`config.mk`:
```
export PLATFORM = sky130hd
export DESIGN_NAME = alu_shift_sched
export DESIGN_NICKNAME = d
export VERILOG_FILES = /design/src/rtl/alu_pkg.sv /design/src/rtl/alu_rr_arbiter2.sv /design/src/rtl/alu_shift_sched.sv
export SDC_FILE = /design/constraint.sdc
export NUM_CORES = 1
export LEC_CHECK = 0
export CORE_UTILIZATION = 49
export CTS_BUF_LIST = sky130_fd_sc_hd__clkbuf_4 sky130_fd_sc_hd__clkbuf_8
export DETAILED_ROUTE_END_ITERATION = 12
export GPL_TIMING_DRIVEN = 1
export PLACE_DENSITY_LB_ADDON = 0.25
export SYNTH_ARGS = -nofsm -noshare
export SYNTH_HDL_FRONTEND = slang
export SYNTH_HIERARCHICAL = 1
export SYNTH_SLANG_ARGS = --single-unit
```
`constraint.sdc`:
```
create_clock -name clk -period 2.7 [get_ports clk]
set_input_delay 0.54 -clock clk [delete_from_list [all_inputs] [get_ports clk]]
set_output_delay 0.54 -clock clk [all_outputs]
set_load 0.01 [all_outputs]
```
`src/rtl/alu_pkg.sv`:
```
// rtl/alu_pkg.sv - shared types and widths for the shift scheduler
package alu_pkg;

  localparam int OPW       = 4;
  localparam int RESW      = 8;
  localparam int CNTW      = 4;
  localparam int SHIFT_MAX = 8;

  typedef enum logic [1:0] {
    ST_IDLE  = 2'd0,
    ST_SHIFT = 2'd1,
    ST_DONE  = 2'd2
  } state_e;

endpackage

```
`src/rtl/alu_rr_arbiter2.sv`:
```
// rtl/alu_rr_arbiter2.sv - two-way round-robin grant, one-hot output
module alu_rr_arbiter2 (
  input  logic [1:0] req,
  input  logic       last_grant,
  output logic [1:0] gnt
);

  // On contention the requester that did not win last time gets the grant.
  always_comb begin
    gnt = req;
    if (req == 2'b11) begin
      gnt = last_grant ? 2'b01 : 2'b10;
    end
  end

endmodule

```
`src/rtl/alu_shift_sched.sv`:
```
// rtl/alu_shift_sched.sv - arbitrated serial shifter, one operation in flight
module alu_shift_sched #(
  parameter int SHIFT_MAX = alu_pkg::SHIFT_MAX
) (
  input  logic                     clk,
  input  logic                     rst_n,
  input  logic                     req0_valid,
  input  logic [alu_pkg::OPW-1:0]  req0_a,
  input  logic [alu_pkg::OPW-1:0]  req0_b,
  output logic                     req0_ready,
  input  logic                     req1_valid,
  input  logic [alu_pkg::OPW-1:0]  req1_a,
  input  logic [alu_pkg::OPW-1:0]  req1_b,
  output logic                     req1_ready,
  output logic                     rsp_valid,
  output logic [alu_pkg::RESW-1:0] rsp_data,
  output logic                     rsp_id,
  input  logic                     rsp_ready,
  output logic                     busy
);
  import alu_pkg::*;

  localparam logic [CNTW-1:0] CNT_MAX = CNTW'(SHIFT_MAX);

  state_e          state_q, state_d;
  logic [RESW-1:0] acc_q, acc_d;
  logic [CNTW-1:0] cnt_q, cnt_d;
  logic            id_q, id_d;
  logic            last_q, last_d;
  logic [RESW-1:0] rsp_data_q, rsp_data_d;
  logic            rsp_id_q, rsp_id_d;

  logic [1:0]      arb_req;
  logic [1:0]      gnt;
  logic [OPW-1:0]  a_sel;
  logic [OPW-1:0]  b_sel;

  // Requests are only visible to the arbiter while idle and out of reset.
  assign arb_req = {req1_valid, req0_valid} & {2{(state_q == ST_IDLE) && rst_n}};

  alu_rr_arbiter2 u_arb (
    .req        (arb_req),
    .last_grant (last_q),
    .gnt        (gnt)
  );

  assign req0_ready = gnt[0];
  assign req1_ready = gnt[1];
  assign a_sel      = gnt[1] ? req1_a : req0_a;
  assign b_sel      = gnt[1] ? req1_b : req0_b;

  always_comb begin
    state_d    = state_q;
    acc_d      = acc_q;
    cnt_d      = cnt_q;
    id_d       = id_q;
    last_d     = last_q;
    rsp_data_d = rsp_data_q;
    rsp_id_d   = rsp_id_q;
    case (state_q)
      ST_IDLE: begin
        if (gnt != 2'b00) begin
          acc_d   = {{(RESW-OPW){1'b0}}, a_sel};
          cnt_d   = (CNTW'(b_sel) > CNT_MAX) ? CNT_MAX : CNTW'(b_sel);
          id_d    = gnt[1];
          last_d  = gnt[1];
          state_d = ST_SHIFT;
        end
      end
      ST_SHIFT: begin
        if (cnt_q != '0) begin
          acc_d = acc_q << 1;
          cnt_d = cnt_q - 1'b1;
        end else begin
          // Response registers only change here, so they hold the last result otherwise.
          rsp_data_d = acc_q;
          rsp_id_d   = id_q;
          state_d    = ST_DONE;
        end
      end
      ST_DONE: begin
        if (rsp_ready) begin
          state_d = ST_IDLE;
        end
      end
      default: state_d = ST_IDLE;
    endcase
  end

  always_ff @(posedge clk) begin
    if (!rst_n) begin
      state_q    <= ST_IDLE;
      acc_q      <= '0;
      cnt_q      <= '0;
      id_q       <= 1'b0;
      last_q     <= 1'b1;
      rsp_data_q <= '0;
      rsp_id_q   <= 1'b0;
    end else begin
      state_q    <= state_d;
      acc_q      <= acc_d;
      cnt_q      <= cnt_d;
      id_q       <= id_d;
      last_q     <= last_d;
      rsp_data_q <= rsp_data_d;
      rsp_id_q   <= rsp_id_d;
    end
  end

  assign rsp_valid = (state_q == ST_DONE);
  assign rsp_data  = rsp_data_q;
  assign rsp_id    = rsp_id_q;
  assign busy      = (state_q != ST_IDLE);

endmodule
```
==> flow_summary.ini, run 1 <==
[route]
first_pass_iters = 4
ant_nets = 0
vias_per_cell = 5.45
wl_per_cell_um = 13.8
wirelength_mm = 2.76
vias = 1089
drc_errors = 0
drtIter0Drc = 11

[final_layout]
syn2layout_area_growth_pct = 29.2
fillCellCount = 198
drive_gt1_share_pct = 9.88
nets = 195
diodes = 0

[sta]
slew_viol_final = 0
fin_crit_sh_pct = 96.3
max_freq_mhz = 384
timing.setup.tns_ns = 0
rsz0062_at_grt = no
worst_pin_slew_ns = 0.439
fin_crit_ns = 2.60
relSlewSlack_pct = 70.7
hold_viol = 0
setup_viol = 0
fin_skew_ns = 0.00585
fin_ws_ns = 0.0990

[job]
cap_violations = 0

[die]
start_util_pct = 54.3
pin_count = 34
die-area_mm2 = 0.00275
die_w_um = 52.5
rows = 17
die_h_um = 52.5
core_mm2 = 0.00230

[clock_network]
cts_hold_buf = 0
cts_buffers = 3
root_buffer = clkbuf_4
h-tree-depth = 1
cts_setup_buffers = 0
clock_latency_ns = 0.32
clock_path_buffers = 2
clock_sinks = 25
cts_tree = done
clkTransAtPathRegs_ns = 0.14

[global_route]
antenna_found_initial = 0
grt_usage_pct = 23.3
grt_pass1_wl_mm = 4.64
grt_remaining_overflow = 0
grt_start_max_net_pins = 21
grt_pass1_vias = 1050

[worst_setup_path]
path_max_fanout = 5
crit_end = req0_ready
critPathLaunch = rst_n
end_kind = output pin
worstPathArrival_ns = 2.06
required_ns = 2.16
reg2reg_from = state_q[1]$_SDFFE_PN0P_
ff2ff_path_depth = 8
critPathKind = in2out
reg2reg_slack_ns = 0.47
cp-start-kind = input port
timing.rr.end = cnt_q[2]$_SDFFE_PN0P_

[logic_synthesis]
synthDistinctLibCells = 35
synth_edf_count = 0
synth_cells = 137
synth_nets = 159
synth_top_flop_cell = dfxtp_1
syn_area_per_cell_um2 = 9.11
ys_ff_latch = 25
async_reset_ff_share_pct = 0
netlist_area_mm2 = 0.00125
synth_seq_area_share_pct = 40.1
synth_warnings = 6

[place]
dp_slack_ns = -0.0218
globalplace.congestion = 0.807
placement.io_buffers = 33
hpwl_mm = 2.07

[min_path]
hp-class = reg2reg

[pwr]
p_per_area_mw_per_mm2 = 768
ir_drop_mv = 0.514
p_leak_nw = 0.673

[status]
status = completed
[registers in the layout, summed over array words and instances, names as in the netlist]
| signal | count |
|---|---|
| id_q | 1 |
| rsp_id | 1 |
| last_q | 1 |
| state_q | 2 |
| acc_q | 8 |
| cnt_q | 4 |
| rsp_data | 8 |
[critical path: stages]
cell,delay [ns]
clkdlybuf4s50_1,0.54
and3_1,0.20
a21boi_1,0.21
clkdlybuf4s50_1,0.57
[cells by family after synthesis]
group                      share of synthesized area [%]
and+or+nand+nor                                     24.4
AOI/OAI and AO/OA                                   15.3
DFF                                                 40.1
muxes                                               11.3
buffers and inverters                               7.82
adders and majority gates                           1.00
[synthesized netlist by cell type, drive strengths merged (2+ instances only)]
cell | number | area, µm²
nor2 | 8 | 30.0
nand2b | 2 | 12.5
nand2 | 18 | 67.6
nor2b | 11 | 68.8
a21oi | 2 | 10.0
a21boi | 11 | 82.6
nor3 | 3 | 20.0
inv | 5 | 18.8
clkbuf | 3 | 31.3
o211ai | 4 | 30.0
a31oi | 2 | 12.5
or3 | 2 | 18.8
mux2i | 13 | 130
o21ai | 4 | 20.0
dfxtp | 25 | 500
nand3 | 7 | 35.0
and3 | 2 | 12.5
buf | 4 | 28.8
[report_power, final]
part	switching [mW]	internal (mW)	leakage [nW]
sequential	0.0568	0.435	0.203
clock	0.119	0.0567	0.0139
combinational	0.298	0.272	0.456
[stage by stage]
| step | hold slack (ns) | util [%] | cells | power (mW) | cell area (µm²) |
|---|---|---|---|---|---|
| after global placement | 0.463 | 68.7 | 196 | 1.05 | 1580 |
| final | 0.477 | 70.2 | 200 | 1.24 | 1610 |
| after global routing | 0.515 | 70.2 | 200 | 1.34 | 1610 |
| after detailed placement | 0.466 | 68.7 | 196 | 1.07 | 1580 |
| after CTS | 0.485 | 70.0 | 200 | 1.24 | 1610 |
| after floorplan | 0.440 | - | 137 | 0.928 | 1250 |
[final cells by class]
cell class / count / area, µm² / area share [%]
Tap cell: 28 / 35.0 / 2.17
Multi-Input combinational cell: 99 / 649 / 40.3
Clock buffer: 3 / 22.5 / 1.40
Inverter: 5 / 18.8 / 1.16
Timing Repair Buffer: 39 / 378 / 23.4
Sequential cell: 25 / 500 / 31.1
Clock inverter: 1 / 7.51 / 0.466
[worst min path at each step]
stage / end / startpoint / cells past startpoint
floorplan: acc_q[7]$_SDFFE_PN0P_ / acc_q[7]$_SDFFE_PN0P_ / 2
global placement: acc_q[6]$_SDFFE_PN0P_ / acc_q[6]$_SDFFE_PN0P_ / 2
detailed placement: id_q$_SDFFE_PN0P_ / id_q$_SDFFE_PN0P_ / 2
CTS: id_q$_SDFFE_PN0P_ / id_q$_SDFFE_PN0P_ / 2
global route: id_q$_SDFFE_PN0P_ / id_q$_SDFFE_PN0P_ / 2
finish: id_q$_SDFFE_PN0P_ / id_q$_SDFFE_PN0P_ / 2
[layout by cell type (no fill, tap or decap), drive strengths merged]
| cell type | n |
|---|---|
| nor2 | 8 |
| a22oi | 1 |
| clkbuf | 3 |
| clkdlybuf4s50 | 32 |
| inv | 5 |
| mux2 | 1 |
| buf | 6 |
| a221o | 1 |
| nand3 | 7 |
| mux2i | 13 |
| and2 | 1 |
| dfxtp | 25 |
| o2111ai | 1 |
| a31oi | 2 |
| clkinvlp | 1 |
| o21ai | 4 |
| nor3 | 3 |
| a22o | 1 |
| and2b | 1 |
| and4bb | 1 |
| or3 | 2 |
| o211ai | 4 |
| ha | 1 |
| a21boi | 11 |
| nand2b | 2 |
| and3 | 2 |
| a21oi | 2 |
| nand2 | 18 |
| nand3b | 1 |
| dlymetal6s2s | 1 |
| nor2b | 11 |
[metal layers]
| layer | GRT usage, % | wire, µm | vias to the layer above |
|---|---|---|---|
| met3 | 4.93 | 156 | 6 |
| met5 | 0 | 0 | - |
| met1 | 28.2 | 1230 | 507 |
| met4 | 9.65 | 46 | 0 |
| met2 | 39.7 | 1320 | 34 |
| li1 | - | - | 542 |
[what timing repair did]
item	CTS	global route
pin swaps	0	0
gates cloned	0	0
gates resized for setup	1	1
setup endpoints to repair	1	1
No activity file was read; power rests on OpenSTA's default activity.
==> inputs of run 2 (changes only) <==
--- a/config.mk
+++ b/config.mk
@@ -5,11 +5,13 @@
 export SDC_FILE = /design/constraint.sdc
 export NUM_CORES = 1
 export LEC_CHECK = 0
-export CORE_UTILIZATION = 49
+export CAP_MARGIN = 20
+export CORE_UTILIZATION = 53
 export CTS_BUF_LIST = sky130_fd_sc_hd__clkbuf_4 sky130_fd_sc_hd__clkbuf_8
 export DETAILED_ROUTE_END_ITERATION = 12
 export GPL_TIMING_DRIVEN = 1
 export PLACE_DENSITY_LB_ADDON = 0.25
+export SETUP_SLACK_MARGIN = 0.5
 export SYNTH_ARGS = -nofsm -noshare
 export SYNTH_HDL_FRONTEND = slang
 export SYNTH_HIERARCHICAL = 1
==> constraint.sdc (replaced) <==
create_clock -name clk -period 3.4 [get_ports clk]
set_input_delay 0.68 -clock clk [delete_from_list [all_inputs] [get_ports clk]]
set_output_delay 0.68 -clock clk [all_outputs]
set_load 0.01 [all_outputs]
==> run 2 against run 1 <==
Against the previous run: clock skew rose by 0.0037 ns; design area fell by 1.2%; final cell count fell by 1.5%; critical path depth is the same; largest power group unchanged.
==> flow_summary.ini, run 2 (synthesized netlist as in run 1, its figures left out) <==
[status]
status = completed

[clock_network]
clkTransAtPathRegs_ns = 0.15
root_buffer = clkbuf_4
clock_sinks = 25
h-tree-depth = 1
clock_latency_ns = 0.33
clock_path_buffers = 2
cts_tree = done
cts_buffers = 3

[pwr]
power_uw = 974
p_per_area_mw_per_mm2 = 612
p_leak_nw = 0.658
ir_drop_mv = 0.409

[place]
placed_area_mm2 = 0.00156
dpl.cell_count = 193
placement.io_buffers = 33
globalplace.congestion = 0.854
hpwl_mm = 1.86
dp_slack_ns = 0.467

[sta]
hold_viol = 0
holdWs_ns = 0.485
timing.setup.tns_ns = 0
fin_crit_ns = 2.85
worst_pin_slew_ns = 0.687
max_freq_mhz = 351
fin_ws_ns = 0.551
relSlewSlack_pct = 54.0
slew_viol_final = 0
rsz0062_at_grt = no
setup_viol = 0
fin_skew_ns = 0.00955
fin_crit_sh_pct = 83.8

[global_route]
met3_usage_pct = 3.64
grt_start_max_net_pins = 23
grtUsageMet2_pct = 45.3
grtUsageMet1_pct = 27.7
grt_remaining_overflow = 0
busiest_layer = met2
grt_usage_pct = 24.7
grt_pass1_wl_mm = 4.71
antenna_found_initial = 0
grt_pass1_vias = 1104

[route]
first_pass_iters = 4
wl_per_cell_um = 13.7
vias_per_cell = 5.51
vias = 1085
wirelength_mm = 2.69
drtIter0Drc = 10
drc_errors = 0
ant_nets = 0

[final_layout]
layoutNonFillerInstCount = 197
diodes = 0
fin_util_pct = 72.0
most-common-layout-cells = 32 x clkdlybuf4s50_1, 25 x dfxtp_1, 18 x nand2_1
drive_gt1_share_pct = 8.88
nets = 192
fin_area_mm2 = 0.00159
layout_commonest_cell = clkdlybuf4s50_1
fillCellCount = 187
syn2layout_area_growth_pct = 27.7

[worst_setup_path]
required_ns = 2.72
path_max_fanout = 4
cp-start-kind = input port
crit_path_cell_trace = clkdlybuf4s50_1 -> and3_1 -> a21boi_2 -> clkdlybuf4s50_1
cp_slowest_stage_delay_ns = 0.57
cpMostUsedCell = clkdlybuf4s50_1
worstPathArrival_ns = 2.17
critPathKind = in2out
end_kind = output pin
critPathSlowestCell = clkdlybuf4s50_1

[die]
die_h_um = 50.5
start_util_pct = 56.4
core_mm2 = 0.00221
pin_count = 34
die-area_mm2 = 0.00255
rows = 17
die_w_um = 50.5

[min_path]
hp-class = reg2reg

[job]
cap_violations = 0
## run 2: cell count changes in the layout (fill, tap and decap cells not counted)
cell	previous run	this run
a21boi_1	2	1
a21boi_2	0	1
buf_4	6	3
## run 2: final timing paths
path | endpoint | start | depth (start not counted) | slack [ns]
worst max-delay path | req0_ready | rst_n | 4 | 0.55
worst min-delay path | acc_q[6]$_SDFFE_PN0P_ | acc_q[6]$_SDFFE_PN0P_ | 2 | 0.48
worst max register to register | cnt_q[2]$_SDFFE_PN0P_ | state_q[1]$_SDFFE_PN0P_ | 8 | 1.10
worst min register to register | acc_q[6]$_SDFFE_PN0P_ | acc_q[6]$_SDFFE_PN0P_ | 2 | 0.48
## run 2: worst max-delay path: cells and delay by family
family	cells	cell delay [ns]
AO/OA/AOI/OAI	1	0.23
buffers and inverters	2	1.08
AND/OR/NAND/NOR	1	0.18
## run 2: repair_timing
action	in CTS	in global routing
hold buffers	0	0
setup buffers	0	0
resized for setup	1	2
setup endpoints to repair	1	1
gates cloned	0	0
## run 2: report_power, final
part	switching (mW)	total, mW	internal [mW]	leakage, nW
Clock	0.0957	0.141	0.0451	0.0139
Sequential	0.0427	0.388	0.345	0.203
Combinational	0.240	0.446	0.206	0.441
Total	0.378	0.974	0.596	0.658
## run 2: area by class of cell
| type | count | area (µm²) | area share, % |
|---|---|---|---|
| tap | 28 | 35.0 | 2.20 |
| clock inverter | 1 | 7.51 | 0.471 |
| clock buffer | 3 | 22.5 | 1.41 |
| multi-input combinational | 99 | 653 | 41.0 |
| inverter | 5 | 18.8 | 1.18 |
| timing repair buffer | 36 | 355 | 22.3 |
| sequential | 25 | 500 | 31.4 |
## run 2: per-layer routing
metal / vias up / part of all wire [%]
met5: - / 0
met4: 0 / 1.2
met3: 4 / 4.7
met2: 36 / 50
met1: 508 / 44
li1: 537 / -
